==> src/rtl/sobel_pkg.sv <==
// Shared types, width helpers and window indexing for the Sobel gradient pipeline.
package sobel_pkg;

  typedef enum logic [1:0] {
    MODE_SUM = 2'd0,
    MODE_GY  = 2'd1,
    MODE_GX  = 2'd2,
    MODE_MAX = 2'd3
  } sobel_mode_e;

  localparam int unsigned PIX_W_DEFAULT = 8;
  localparam int unsigned GRAD_W        = PIX_W_DEFAULT + 3;
  localparam int unsigned ABS_W         = PIX_W_DEFAULT + 2;

  function automatic int unsigned grad_w(input int unsigned pix_w);
    return pix_w + 3;
  endfunction

  function automatic int unsigned abs_w(input int unsigned pix_w);
    return pix_w + 2;
  endfunction

  // Row-major index into the 3x3 window, P0 top-left.
  function automatic int unsigned pix_idx(input int unsigned row, input int unsigned col);
    return row * 3 + col;
  endfunction

endpackage

==> src/rtl/sobel_kernel_sum.sv <==
// Weighted 1-2-1 sum of vector a minus weighted 1-2-1 sum of vector b, combinational.
module sobel_kernel_sum
  import sobel_pkg::*;
#(
  parameter int unsigned PIX_W = 8
) (
  input  logic [PIX_W-1:0]        a0_i,
  input  logic [PIX_W-1:0]        a1_i,
  input  logic [PIX_W-1:0]        a2_i,
  input  logic [PIX_W-1:0]        b0_i,
  input  logic [PIX_W-1:0]        b1_i,
  input  logic [PIX_W-1:0]        b2_i,
  output logic signed [PIX_W+2:0] diff_o
);

  localparam int unsigned GradW = grad_w(PIX_W);

  logic [GradW-1:0] sum_a;
  logic [GradW-1:0] sum_b;

  always_comb begin
    sum_a  = GradW'(a0_i) + (GradW'(a1_i) << 1) + GradW'(a2_i);
    sum_b  = GradW'(b0_i) + (GradW'(b1_i) << 1) + GradW'(b2_i);
    diff_o = signed'(sum_a - sum_b);
  end

endmodule

==> src/rtl/sobel_gradient_pipe.sv <==
// Three-stage Sobel gx/gy engine with mode-selected magnitude, saturation, edge flag
// and a saturating edge counter; one global advance stalls every stage together.
module sobel_gradient_pipe
  import sobel_pkg::*;
#(
  parameter int unsigned PIX_W = 8,
  parameter int unsigned CNT_W = 20
) (
  input  logic               clk_i,
  input  logic               reset_i,
  input  logic               in_valid_i,
  output logic               in_ready_o,
  input  logic [9*PIX_W-1:0] window_i,
  input  logic [1:0]         mode_i,
  input  logic [PIX_W+2:0]   threshold_i,
  output logic               out_valid_o,
  input  logic               out_ready_i,
  output logic [PIX_W+1:0]   gx_abs_o,
  output logic [PIX_W+1:0]   gy_abs_o,
  output logic               gx_neg_o,
  output logic               gy_neg_o,
  output logic [PIX_W+2:0]   mag_o,
  output logic [PIX_W-1:0]   pix_out_o,
  output logic               edge_o,
  input  logic               cnt_clear_i,
  output logic [CNT_W-1:0]   edge_count_o
);

  localparam int unsigned GradW = grad_w(PIX_W);
  localparam int unsigned AbsW  = abs_w(PIX_W);

  logic [PIX_W-1:0] pix [9];
  logic             advance;

  logic signed [GradW-1:0] gx_d, gy_d;
  logic signed [GradW-1:0] s1_gx_q, s1_gy_q;
  logic                    s1_valid_q;
  sobel_mode_e             s1_mode_q;
  logic [GradW-1:0]        s1_thr_q;

  logic [AbsW-1:0]  gx_abs_d, gy_abs_d;
  logic [AbsW-1:0]  s2_gx_abs_q, s2_gy_abs_q;
  logic             s2_gx_neg_q, s2_gy_neg_q, s2_valid_q;
  sobel_mode_e      s2_mode_q;
  logic [GradW-1:0] s2_thr_q;

  logic [GradW-1:0] mag_d, mag_q;
  logic [PIX_W-1:0] pix_d, pix_q;
  logic             edge_d, edge_q;
  logic [AbsW-1:0]  gx_abs_q, gy_abs_q;
  logic             gx_neg_q, gy_neg_q, out_valid_q;
  logic [CNT_W-1:0] cnt_d, cnt_q;

  always_comb begin
    for (int k = 0; k < 9; k++) pix[k] = window_i[k*PIX_W +: PIX_W];
  end

  assign advance = !out_valid_q || out_ready_i;

  // Rows give gy (top minus bottom), columns give gx (right minus left).
  sobel_kernel_sum #(.PIX_W(PIX_W)) u_gy (
    .a0_i  (pix[pix_idx(0, 0)]),
    .a1_i  (pix[pix_idx(0, 1)]),
    .a2_i  (pix[pix_idx(0, 2)]),
    .b0_i  (pix[pix_idx(2, 0)]),
    .b1_i  (pix[pix_idx(2, 1)]),
    .b2_i  (pix[pix_idx(2, 2)]),
    .diff_o(gy_d)
  );

  sobel_kernel_sum #(.PIX_W(PIX_W)) u_gx (
    .a0_i  (pix[pix_idx(0, 2)]),
    .a1_i  (pix[pix_idx(1, 2)]),
    .a2_i  (pix[pix_idx(2, 2)]),
    .b0_i  (pix[pix_idx(0, 0)]),
    .b1_i  (pix[pix_idx(1, 0)]),
    .b2_i  (pix[pix_idx(2, 0)]),
    .diff_o(gx_d)
  );

  always_comb begin
    gx_abs_d = s1_gx_q[GradW-1] ? AbsW'(-s1_gx_q) : AbsW'(s1_gx_q);
    gy_abs_d = s1_gy_q[GradW-1] ? AbsW'(-s1_gy_q) : AbsW'(s1_gy_q);

    mag_d = '0;
    unique case (s2_mode_q)
      MODE_SUM: mag_d = GradW'(s2_gx_abs_q) + GradW'(s2_gy_abs_q);
      MODE_GY:  mag_d = GradW'(s2_gy_abs_q);
      MODE_GX:  mag_d = GradW'(s2_gx_abs_q);
      MODE_MAX: mag_d = (s2_gx_abs_q > s2_gy_abs_q) ? GradW'(s2_gx_abs_q) : GradW'(s2_gy_abs_q);
      default:  mag_d = '0;
    endcase
    pix_d  = (|mag_d[GradW-1:PIX_W]) ? '1 : mag_d[PIX_W-1:0];
    edge_d = mag_d >= s2_thr_q;

    // Clear wins over a same-cycle increment.
    cnt_d = cnt_q;
    if (cnt_clear_i) begin
      cnt_d = '0;
    end else if (out_valid_q && out_ready_i && edge_q && !(&cnt_q)) begin
      cnt_d = cnt_q + 1'b1;
    end
  end

  always_ff @(posedge clk_i) begin
    if (reset_i) begin
      s1_valid_q  <= 1'b0;
      s1_gx_q     <= '0;
      s1_gy_q     <= '0;
      s1_mode_q   <= MODE_SUM;
      s1_thr_q    <= '0;
      s2_valid_q  <= 1'b0;
      s2_gx_abs_q <= '0;
      s2_gy_abs_q <= '0;
      s2_gx_neg_q <= 1'b0;
      s2_gy_neg_q <= 1'b0;
      s2_mode_q   <= MODE_SUM;
      s2_thr_q    <= '0;
      out_valid_q <= 1'b0;
      gx_abs_q    <= '0;
      gy_abs_q    <= '0;
      gx_neg_q    <= 1'b0;
      gy_neg_q    <= 1'b0;
      mag_q       <= '0;
      pix_q       <= '0;
      edge_q      <= 1'b0;
      cnt_q       <= '0;
    end else begin
      cnt_q <= cnt_d;
      if (advance) begin
        s1_valid_q  <= in_valid_i;
        s1_gx_q     <= gx_d;
        s1_gy_q     <= gy_d;
        s1_mode_q   <= sobel_mode_e'(mode_i);
        s1_thr_q    <= threshold_i;
        s2_valid_q  <= s1_valid_q;
        s2_gx_abs_q <= gx_abs_d;
        s2_gy_abs_q <= gy_abs_d;
        s2_gx_neg_q <= s1_gx_q[GradW-1];
        s2_gy_neg_q <= s1_gy_q[GradW-1];
        s2_mode_q   <= s1_mode_q;
        s2_thr_q    <= s1_thr_q;
        out_valid_q <= s2_valid_q;
        gx_abs_q    <= s2_gx_abs_q;
        gy_abs_q    <= s2_gy_abs_q;
        gx_neg_q    <= s2_gx_neg_q;
        gy_neg_q    <= s2_gy_neg_q;
        mag_q       <= mag_d;
        pix_q       <= pix_d;
        edge_q      <= edge_d;
      end
    end
  end

  assign in_ready_o   = advance;
  assign out_valid_o  = out_valid_q;
  assign gx_abs_o     = gx_abs_q;
  assign gy_abs_o     = gy_abs_q;
  assign gx_neg_o     = gx_neg_q;
  assign gy_neg_o     = gy_neg_q;
  assign mag_o        = mag_q;
  assign pix_out_o    = pix_q;
  assign edge_o       = edge_q;
  assign edge_count_o = cnt_q;

endmodule

==> config.mk <==
export PLATFORM = sky130hd
export DESIGN_NAME = sobel_gradient_pipe
export DESIGN_NICKNAME = d
export VERILOG_FILES = /design/src/rtl/sobel_pkg.sv /design/src/rtl/sobel_kernel_sum.sv /design/src/rtl/sobel_gradient_pipe.sv
export SDC_FILE = /design/constraint.sdc
export NUM_CORES = 1
export LEC_CHECK = 0
export ABC_AREA = 1
export BUFFER_PORTS_ARGS = -buffer_cell sky130_fd_sc_hd__buf_2
export CELL_PAD_IN_SITES_DETAIL_PLACEMENT = 0
export CELL_PAD_IN_SITES_GLOBAL_PLACEMENT = 1
export CORE_ASPECT_RATIO = 1.2
export CORE_MARGIN = 2
export CORE_UTILIZATION = 45
export DETAILED_ROUTE_END_ITERATION = 8
export PLACE_DENSITY_LB_ADDON = 0.1
export SLEW_MARGIN = 10
export SYNTH_ARGS = -nofsm -noshare
export SYNTH_HDL_FRONTEND = slang
export SYNTH_SLANG_ARGS = --single-unit
==> constraint.sdc <==
create_clock -name clk_i -period 7.46 [get_ports clk_i]
set_clock_uncertainty 0.1 [all_clocks]
set_input_delay 1.492 -clock clk_i [delete_from_list [all_inputs] [get_ports clk_i]]
set_output_delay 1.492 -clock clk_i [all_outputs]
set_load 0.005 [all_outputs]
==> run summary <==
Status: completed
Fin util: 0.5265
Max cap viols: 0
Critical path's largest stage delay: 0.49 ns
R2r worst-path depth: 19
Gr ovfl total: 0
First-pass DRT Iterations: 5
Post-synthesis register bit count: 135
Pre-CTS WS: 1.735 ns
# DRC: 0
CTS tree: built
Proportion of layout cells with a drive suffix above 1: 0.1366
Layout Area Growth over Synthesis: 15.48%
Mapped Avg Cell Area: 7.208 um^2
Vias per cell: 4.918
Clock root buffer: clkbuf_16
Placed Instance Area: 0.01044 mm^2
Pin count of the biggest net entering global routing: 84
Setup tns final: 0 ns
Vias post-DR: 8493
Longest Clk Path Bufs: 2
Nets: 1659
CP Data Arrival Time: 5.49 ns
Die H: 163.4 um
Syn Inst Count: 1322
Crit path max fanout: 4
Launching point of the worst reg2reg path: s2_gy_abs_q[7]
Clock Sinks: 135
Static leakage power: 5.627 nW
Ports: 154
Hold Path Class: reg -> reg
First-pass GRT wire length: 38540 um
Final setup margin: 2.193 ns
M1 wire length: 10710 um
CP cell instances: buf_2, ha_1, inv_1, fa_1, o21ai_0, a21oi_1, o21bai_1, xnor2_1, fa_1, inv_1, fa_1, ha_1, a21oi_1, o21a_1, nand2_1, a21o_1, a21o_1, nand2_1, nand3_1, nand2_1, inv_1
DR top layer: met4
Syn_nets: 1537
Initial core utilization: 0.4559
Synth cell types: 39
GPL Wtd Cong: 0.8918
Sequential fraction of the synthesis area: 0.2836
Hold worst-path end: s2_valid_q
Crit. Startpoint: window_i[1]
Critical Path RT: 7.69 ns
Ys flop type: dfxtp_1
Global Route Usage Sum: 0.2164
Post-CTS Setup Bufs: 0
Worst rel slew slack: 0.4741
Number of antenna diodes: 0
Critical path launch point type: input pin
Rows: 58
Hold depth: 2
Final Max Tran Viols: 0
Final hold violation count: 0
Met3 wire len: 697 um
Post-synthesis async set-or-reset flop share: 0
Power per standard cell area: 333.4 mW/mm^2
Clk_lat worst skew: 0.42 ns
CTS clk-pin slew, worst paths: 0.07 ns
Max Clock Freq: 0.1899 GHz
Port Buffer Count: 145
Initial antenna violation count: 0
Post-Syn Area: 0.009529 mm^2
TritonCTS Buffers: 17
Worst-margin pin slew: 0.7806 ns
Period Utilization, post-route: 0.7060
Min Tclk post-route: 5.267 ns
DR WL/cell: 13.71 um
R2R Setup Slk: 3.60 ns
Die W: 136.8 um
Synthesis Warnings: 0
Design Area, Final: 0.01100 mm^2
Die Area: 0.02236 mm^2
Number of routed nets with antenna violations: 0
Number of synthesized flops with an enable pin: 0
WL met2: 11900 um
Routed wire length: 23680 um
# setup viols final: 0
Initial drt markers: 416
Hold-fix buffers, CTS: 0
Hold path start: s2_valid_q
Cts repair resizes: 0
Vias in the first global route: 7993
Worst vdd ir: 145.9 uV
Dpl hpwl: 18730 um
H-tree depth: 4
Critical path type: in -> reg
CP Capture Type: flip-flop
RSZ-0062 raised after global routing: no
Core Area: 0.02090 mm^2
Overall power: 0.003669 W
Crit Reg-Reg Endpoint: edge_o
Crit-path slowest cell: fa_1
## cells in the mapped netlist, drive strengths merged, types with 10 or more instances
cell type,n,share of area
nand2,212,0.084
dfxtp,135,0.28
nand3,61,0.033
nand4,12,0.0079
o221ai,10,0.0092
fa,47,0.099
xnor2,11,0.010
o211ai,12,0.0095
inv,254,0.10
o21ai,137,0.072
clkbuf,40,0.016
a21oi,130,0.068
nor3,23,0.015
xor2,31,0.028
nor2,93,0.037
ha,78,0.10
## cells by family (layout without fill, tap and decap cells)
| family | count (synthesis) | in the layout | synth area share |
|---|---|---|---|
| AO/OA/AOI/OAI | 306 | 306 | 0.1719 |
| adder cells (fa/ha/maj) | 125 | 125 | 0.2012 |
| buffers and inverters | 302 | 437 | 0.1205 |
| XOR/XNOR | 42 | 42 | 0.03860 |
| AND/OR/NAND/NOR | 412 | 412 | 0.1842 |
| flip-flops | 135 | 135 | 0.2836 |
## sequential cells by signal (all words and copies together), names as in the netlist, 2 cells and up
register and flops:
s1_gy_q 11, s2_gx_abs_q 10, s1_gx_q 11, mag_o 11
s2_gy_abs_q 10, gx_abs_o 10, pix_out_o 8, s2_mode_q 2
s1_thr_q 11, edge_count_o 20, s1_mode_q 2, s2_thr_q 11
gy_abs_o 10
## worst max path at each step
stage                  endpoint  slack [ns]  cells past startpoint
floorplan           s1_gy_q[10]        2.44                     20
global placement    s1_gy_q[10]        1.75                     22
detailed placement  s1_gy_q[10]        1.74                     22
CTS                 s1_gy_q[10]        2.17                     22
global route        s1_gy_q[10]        1.88                     22
finish              s1_gy_q[10]        2.19                     21
## layout by cell type, fill, tap and decap left out, types with 10 or more instances in the layout
master / n
a21oi_1: 130
buf_2: 145
clkbuf_16: 17
dfxtp_1: 135
fa_1: 47
ha_1: 78
inv_1: 250
nand2_1: 209
nand3_1: 60
nand4_1: 12
nor2_1: 91
nor3_1: 20
o211ai_1: 12
o21ai_0: 133
o221ai_1: 10
xnor2_1: 11
xor2_1: 31
## routing by layer
layer,global-route usage,up-vias
li1,-,4490
met1,0.2642,3826
met2,0.3968,152
met3,0.02638,25
met4,0.05951,0
met5,0,-
## through the flow
| stage | hold WS, ns | cells |
|---|---|---|
| 2_1_floorplan | 0.3297 | 1322 |
| 3_3_place_gp | 0.3412 | 1695 |
| 3_5_place_dp | 0.3518 | 1695 |
| 4_1_cts | 0.3603 | 1727 |
| 5_1_grt | 0.3820 | 1727 |
| 6_report | 0.3568 | 1727 |
## area by class of cell
class | count | area [um^2]
clock buffers | 17 | 425.4
clock inverters | 15 | 137.6
fillers | 2169 | 9896
inverters | 257 | 967.2
multi-input cells | 885 | 5685
flip-flops and latches | 135 | 2703
well taps | 270 | 337.8
repair buffers | 148 | 748.2
## power by group
| group | internal [W] | switching (W) |
|---|---|---|
| combinational | 0.000718 | 0.00114 |
| clock | 0.000439 | 0.000354 |
| sequential | 0.000884 | 0.000134 |
| total | 0.00204 | 0.00163 |
## critical path: cells and delay by family
kind                       cells  cell delay (ns)
AOI/OAI and AO/OA              7             1.47
and+or+nand+nor                4             0.28
buffers and inverters          4             0.23
adders and majority gates      5             1.90
xor gates and xnor gates       1             0.11
Note: power is estimated with default switching activity, not from simulation.
